--- src/rtl/perf_ovf_irq_ctrl.sv ---
// Performance counter overflow interrupt controller: each counter has an arm/pend FSM
// against a programmable threshold, a fixed-priority interrupt ID and a saturating crossing count.
module perf_ovf_irq_ctrl #(
  parameter int unsigned NumCounters = 6,
  parameter int unsigned CntWidth    = 64
) (
  input  logic                            clk_i,
  input  logic                            rst_i,
  input  logic [NumCounters*CntWidth-1:0] counter_i,
  input  logic [NumCounters*CntWidth-1:0] threshold_i,
  input  logic [NumCounters-1:0]          irq_en_i,
  input  logic                            clear_we_i,
  input  logic [NumCounters-1:0]          clear_mask_i,
  input  logic                            irq_ack_i,
  output logic                            irq_o,
  output logic [2:0]                      irq_id_o,
  output logic [NumCounters-1:0]          ovf_status_o,
  output logic [15:0]                     irq_count_o
);

  typedef enum logic [1:0] {IDLE, ARMED, PEND, SPENT} state_e;

  state_e                 state_q [NumCounters];
  logic [NumCounters-1:0] pend;
  logic [NumCounters-1:0] hit;
  logic [NumCounters-1:0] thr_off;
  logic [NumCounters-1:0] clr;
  logic [NumCounters-1:0] fire;
  logic [NumCounters-1:0] active;
  logic [2:0]             irq_id;
  logic [16:0]            count_sum;
  logic [15:0]            irq_count_q;

  always_comb begin
    pend    = '0;
    hit     = '0;
    thr_off = '0;
    for (int unsigned i = 0; i < NumCounters; i++) begin
      pend[i]    = (state_q[i] == PEND);
      hit[i]     = counter_i[i*CntWidth +: CntWidth] >= threshold_i[i*CntWidth +: CntWidth];
      thr_off[i] = (threshold_i[i*CntWidth +: CntWidth] == '0);
    end
  end

  assign active = pend & irq_en_i;

  // Scan from the top so the lowest enabled pending index wins.
  always_comb begin
    irq_id = '0;
    for (int unsigned i = NumCounters; i > 0; i--) begin
      if (active[i-1]) irq_id = 3'(i - 1);
    end
  end

  assign irq_o        = |active;
  assign irq_id_o     = irq_id;
  assign ovf_status_o = pend;
  assign irq_count_o  = irq_count_q;

  // Clear and ack are OR-ed into one request, so a doubly-targeted counter is cleared once.
  always_comb begin
    clr       = '0;
    fire      = '0;
    count_sum = {1'b0, irq_count_q};
    for (int unsigned i = 0; i < NumCounters; i++) begin
      clr[i]    = pend[i] & ((clear_we_i & clear_mask_i[i]) |
                             (irq_ack_i & irq_o & (irq_id == 3'(i))));
      fire[i]   = (state_q[i] == ARMED) & hit[i] & ~thr_off[i];
      count_sum = count_sum + 17'(fire[i]);
    end
  end

  always_ff @(posedge clk_i) begin
    if (rst_i) begin
      for (int unsigned i = 0; i < NumCounters; i++) state_q[i] <= IDLE;
      irq_count_q <= '0;
    end else begin
      for (int unsigned i = 0; i < NumCounters; i++) begin
        if (thr_off[i]) begin
          state_q[i] <= IDLE;
        end else begin
          unique case (state_q[i])
            IDLE:    state_q[i] <= hit[i] ? SPENT : ARMED;
            ARMED:   if (hit[i]) state_q[i] <= PEND;
            PEND:    if (clr[i]) state_q[i] <= hit[i] ? SPENT : ARMED;
            SPENT:   if (!hit[i]) state_q[i] <= ARMED;
            default: state_q[i] <= IDLE;
          endcase
        end
      end
      irq_count_q <= count_sum[16] ? 16'hFFFF : count_sum[15:0];
    end
  end

endmodule
--- config.mk ---
export PLATFORM = sky130hd
export DESIGN_NAME = perf_ovf_irq_ctrl
export DESIGN_NICKNAME = d
export VERILOG_FILES = /design/src/rtl/perf_ovf_irq_ctrl.sv
export SDC_FILE = /design/constraint.sdc
export NUM_CORES = 1
export LEC_CHECK = 0
export CAP_MARGIN = 10
export CORE_AREA = 4 4 313 315
export CTS_CLUSTER_DIAMETER = 150
export DETAILED_ROUTE_END_ITERATION = 10
export DIE_AREA = 0 0 317 319
export GPL_TIMING_DRIVEN = 0
export PLACE_DENSITY = 0.37
export SLEW_MARGIN = 20
export SYNTH_ARGS = -nofsm -noshare
export SYNTH_HDL_FRONTEND = slang
export SYNTH_SLANG_ARGS = --single-unit
--- constraint.sdc ---
create_clock -name clk_i -period 13.8 [get_ports clk_i]
set_input_delay 4.14 -clock clk_i [delete_from_list [all_inputs] [get_ports clk_i]]
set_output_delay 4.14 -clock clk_i [all_outputs]
set_load 0.05 [all_outputs]
==> run_results.csv <==
group,metric,value,unit
drt,wire_per_inst,22.28,µm
drt,num_vias,15120,
setup_path,critical_path_arrival,6410,ps
synthesis,synth_area,12150,µm²
sta,finalSetupViolCount,0,
grt,grt_pass1_wl,114900,µm
sta,period_minus_slack,10550,ps
synthesis,avgSynthCellArea,7.360,µm²
finish,n_fill_cell,10520,
synthesis,yosys_warnings,0,
placement,io_buffers,809,
synthesis,synth_top_family_by_area,"adder cells",
synthesis,muxShareOfSynthArea,0.001647,
finish,layout_common_cells,"809 x clkdlybuf4s50_1, 397 x inv_1, 387 x ha_1, 140 x a21oi_1, 110 x nor4_1",
hold_path,hp-start,"irq_count_o[12]$_SDFF_PP0_",
pwr,p_seq_frac,0.141,
hold_path,worstHoldEndpoint,"irq_count_o[12]$_SDFF_PP0_",
floorplanning,placementRows,113,
placement,hpwl,79050,µm
pwr,power_leakage,10.38,nW
pwr,power.switching,0.4289,mW
finish,multi_input_area,9993,µm²
clocking,clockBufferDepth,2,
placement,globalplace.congestion,0.9497,
synthesis,async_flop_share,0,
floorplanning,die_width,317,µm
grt,grt-ovfl-total,0,
grt,grt_max_degree,17,
clocking,cts_sinks,28,
drt,antenna_left,0,
grt,grt_usage,0.1565,
sta,layout_worst_path_cycle_share,0.7642,
grt,grt_pass1_vias,16300,
floorplanning,initial_core_util,0.1281,
clocking,cts_setup_buffers,0,
finish,utilization,0.2318,
setup_path,cp.required,9660,ps
sta,worst_slew_pin_slew,958.3,ps
clocking,tritoncts,"yes",
finish,nets,3640,
setup_path,start_kind,"primary input",
drt,dr.first_iter.drc_count,575,
flow_run,cap_violations,0,
sta,hold_violations,0,
pwr,pwr-share-clk,0.090,
setup_path,r2r_end,"irq_count_o[8]$_SDFF_PP0_",
setup_path,r2r_slack,9130,ps
synthesis,synthDistinctLibCells,64,
synthesis,synth_simple_gate_area_frac,0.2086,
clocking,cts_hold_buf,0,
synthesis,synth-compound-area-share,0.1957,
synthesis,synth_fa_ha_area_frac,0.4051,
drt,drt-pass1-iter-count,5,
hold_path,holdPathStages,2,
sta,grt_setup_unrepaired,"false",
finish,final_common_cell,"clkdlybuf4s50_1",
clocking,h-tree-depth,1,
grt,antenna_found_initial,18,
clocking,cts_resized,0,
clocking,cts_made_buffers,3,
drt,drt_wl_total,83360,µm
sta,slew_headroom,0.3562,
synthesis,ys_seq_area_frac,0.05601,
sta,hold_ws,568.4,ps
synthesis,ys.flop_type,"dfxtp_1",
setup_path,endpoint_kind,"output port",
floorplanning,die_area,101100,µm²
sta,tns,0,ps
pwr,p_int,0.5493,mW
setup_path,r2r-start,"state_q[0][1]$_SDFFCE_PP0P_",
finish,register_area,680.7,µm²
synthesis,synth_edf_count,12,
synthesis,postSynthCellCount,1651,
floorplanning,core_area,94870,µm²
sta,finalMaxSlewViolations,0,
floorplanning,pin_count,810,
clocking,clk_pin_slew,80,ps
clocking,cts_root_buf,"clkbuf_16",
finish,drive_gt1_frac,0.008523,
sta,fmax,0.09482,GHz
drt,drc,0,
drt,vias_per_cell,4.042,
pwr,pwr-share-comb,0.770,
synthesis,synth_xor_xnor_area_share,0.009370,
floorplanning,die_h,319,µm
synthesis,synthesis.nets,2826,
pwr,ir_drop,0.00002847,V
setup_path,worstPathMaxFanout,3,
sta,fin_skew,6.251,ps
hold_path,worstHoldPathType,"reg2reg",
setup_path,reg2reg_depth,13,
finish,synthToLayoutAreaGrowth,80.93,%
pwr,power_density,44.49,nW/µm²
clocking,clk_latency,290,ps
synthesis,ys_seq_elements,28,
setup_path,path_class,"in2out",
pwr,switching_share,0.4384,
status,status,"finished clean",
==> final cells by class <==
cell class                 count  share of cell area
sequential                    28             0.03096
multi-input combinational   1223              0.4545
tap                         1265             0.07199
buffer                         3           0.0005122
antenna                       12            0.001366
inverter                     397             0.06778
clock buffer                   4            0.004553
timing repair buffer         809              0.3683
==> how the worst max path moves through the flow <==
stage / end / slack, ps / cells past startpoint / from
finish: irq_id_o[0] / 3250 / 5 / irq_en_i[1]
global route: irq_id_o[0] / 3050 / 5 / irq_en_i[1]
global placement: irq_count_o[2]$_SDFF_PP0_ / 3010 / 17 / threshold_i[36]
detailed placement: irq_id_o[0] / 3130 / 5 / irq_en_i[1]
CTS: irq_id_o[0] / 3130 / 5 / irq_en_i[1]
floorplan: irq_id_o[1] / 4110 / 2 / irq_en_i[0]
==> power groups by stage <==
| stage | registers (mW) | clock network [mW] | logic [mW] |
|---|---|---|---|
| finish | 0.138 | 0.0879 | 0.753 |
| global route | 0.142 | 0.0961 | 0.839 |
| CTS | 0.138 | 0.0939 | 0.764 |
| detailed placement | 0.140 | 0 | 0.757 |
| global placement | 0.138 | 0 | 0.750 |
| floorplan | 0.138 | 0 | 0.335 |
==> registers in the layout, indices dropped and copies added (netlist names) <==
| signal | cells |
|---|---|
| irq_count_o | 16 |
| state_q | 12 |
==> metrics by stage <==
stage | worst slack [ps] | cells | cell area (µm²) | power (mW)
after global placement | 3012 | 3725 | 21830 | 0.8879
after floorplan | 4111 | 1651 | 12150 | 0.4734
after detailed placement | 3128 | 3725 | 21850 | 0.8973
after global routing | 3053 | 3735 | 21970 | 1.077
after CTS | 3126 | 3729 | 21950 | 0.9961
final | 3254 | 3741 | 21990 | 0.9782
==> critical path, stage by stage <==
cell and delay [ps]:
clkdlybuf4s50_1 610, and2_1 300, a21oi_1 110, nor2_1 240, clkdlybuf4s50_1 980
==> cells by family after synthesis <==
family | Yosys count
AO/OA/AOI/OAI | 368
XOR/XNOR | 13
flip-flops | 28
AND/OR/NAND/NOR | 449
buffers and inverters | 400
multiplexers | 2
adder cells (fa/ha/maj) | 391
==> synth_stat cells, types with 4 or more instances <==
| library cell | number | area [µm²] |
|---|---|---|
| ha_1 | 387 | 4842 |
| nand3b_1 | 6 | 45.04 |
| a21oi_1 | 140 | 700.7 |
| xnor2_1 | 7 | 61.31 |
| a221oi_1 | 5 | 43.79 |
| and3_1 | 5 | 31.28 |
| edfxtp_1 | 12 | 360.4 |
| o21ai_1 | 5 | 25.02 |
| a31oi_1 | 4 | 25.02 |
| o21ai_0 | 49 | 245.2 |
| o211ai_1 | 9 | 67.56 |
| nand2_1 | 71 | 266.5 |
| nor3_1 | 15 | 75.07 |
| nor2_1 | 56 | 210.2 |
| fa_1 | 4 | 80.08 |
| or3_1 | 7 | 43.79 |
| inv_1 | 397 | 1490 |
| a211oi_1 | 17 | 127.6 |
| nand4_1 | 94 | 588.1 |
| nand2b_1 | 9 | 56.30 |
| nor2b_1 | 16 | 100.1 |
| o31ai_1 | 7 | 52.55 |
| xor2_1 | 6 | 52.55 |
| and4_1 | 10 | 87.58 |
| and2_1 | 5 | 31.28 |
| o2111ai_1 | 5 | 43.79 |
| nand3_1 | 20 | 100.1 |
| a2111oi_0 | 5 | 43.79 |
| dfxtp_1 | 16 | 320.3 |
| or2_2 | 4 | 25.02 |
| o311ai_1 | 4 | 35.03 |
| nor4_1 | 112 | 700.7 |
| a21o_1 | 87 | 653.1 |
==> metal layers <==
metal  GRT usage  vias up  part of all wire
met5           0        -           0.00066
met4     0.01513        8            0.0080
met3     0.03461       28             0.063
met2      0.2941      464              0.51
met1      0.1863     6958              0.42
li1            -     7663                 -
Power figures use the tool's default switching activity.
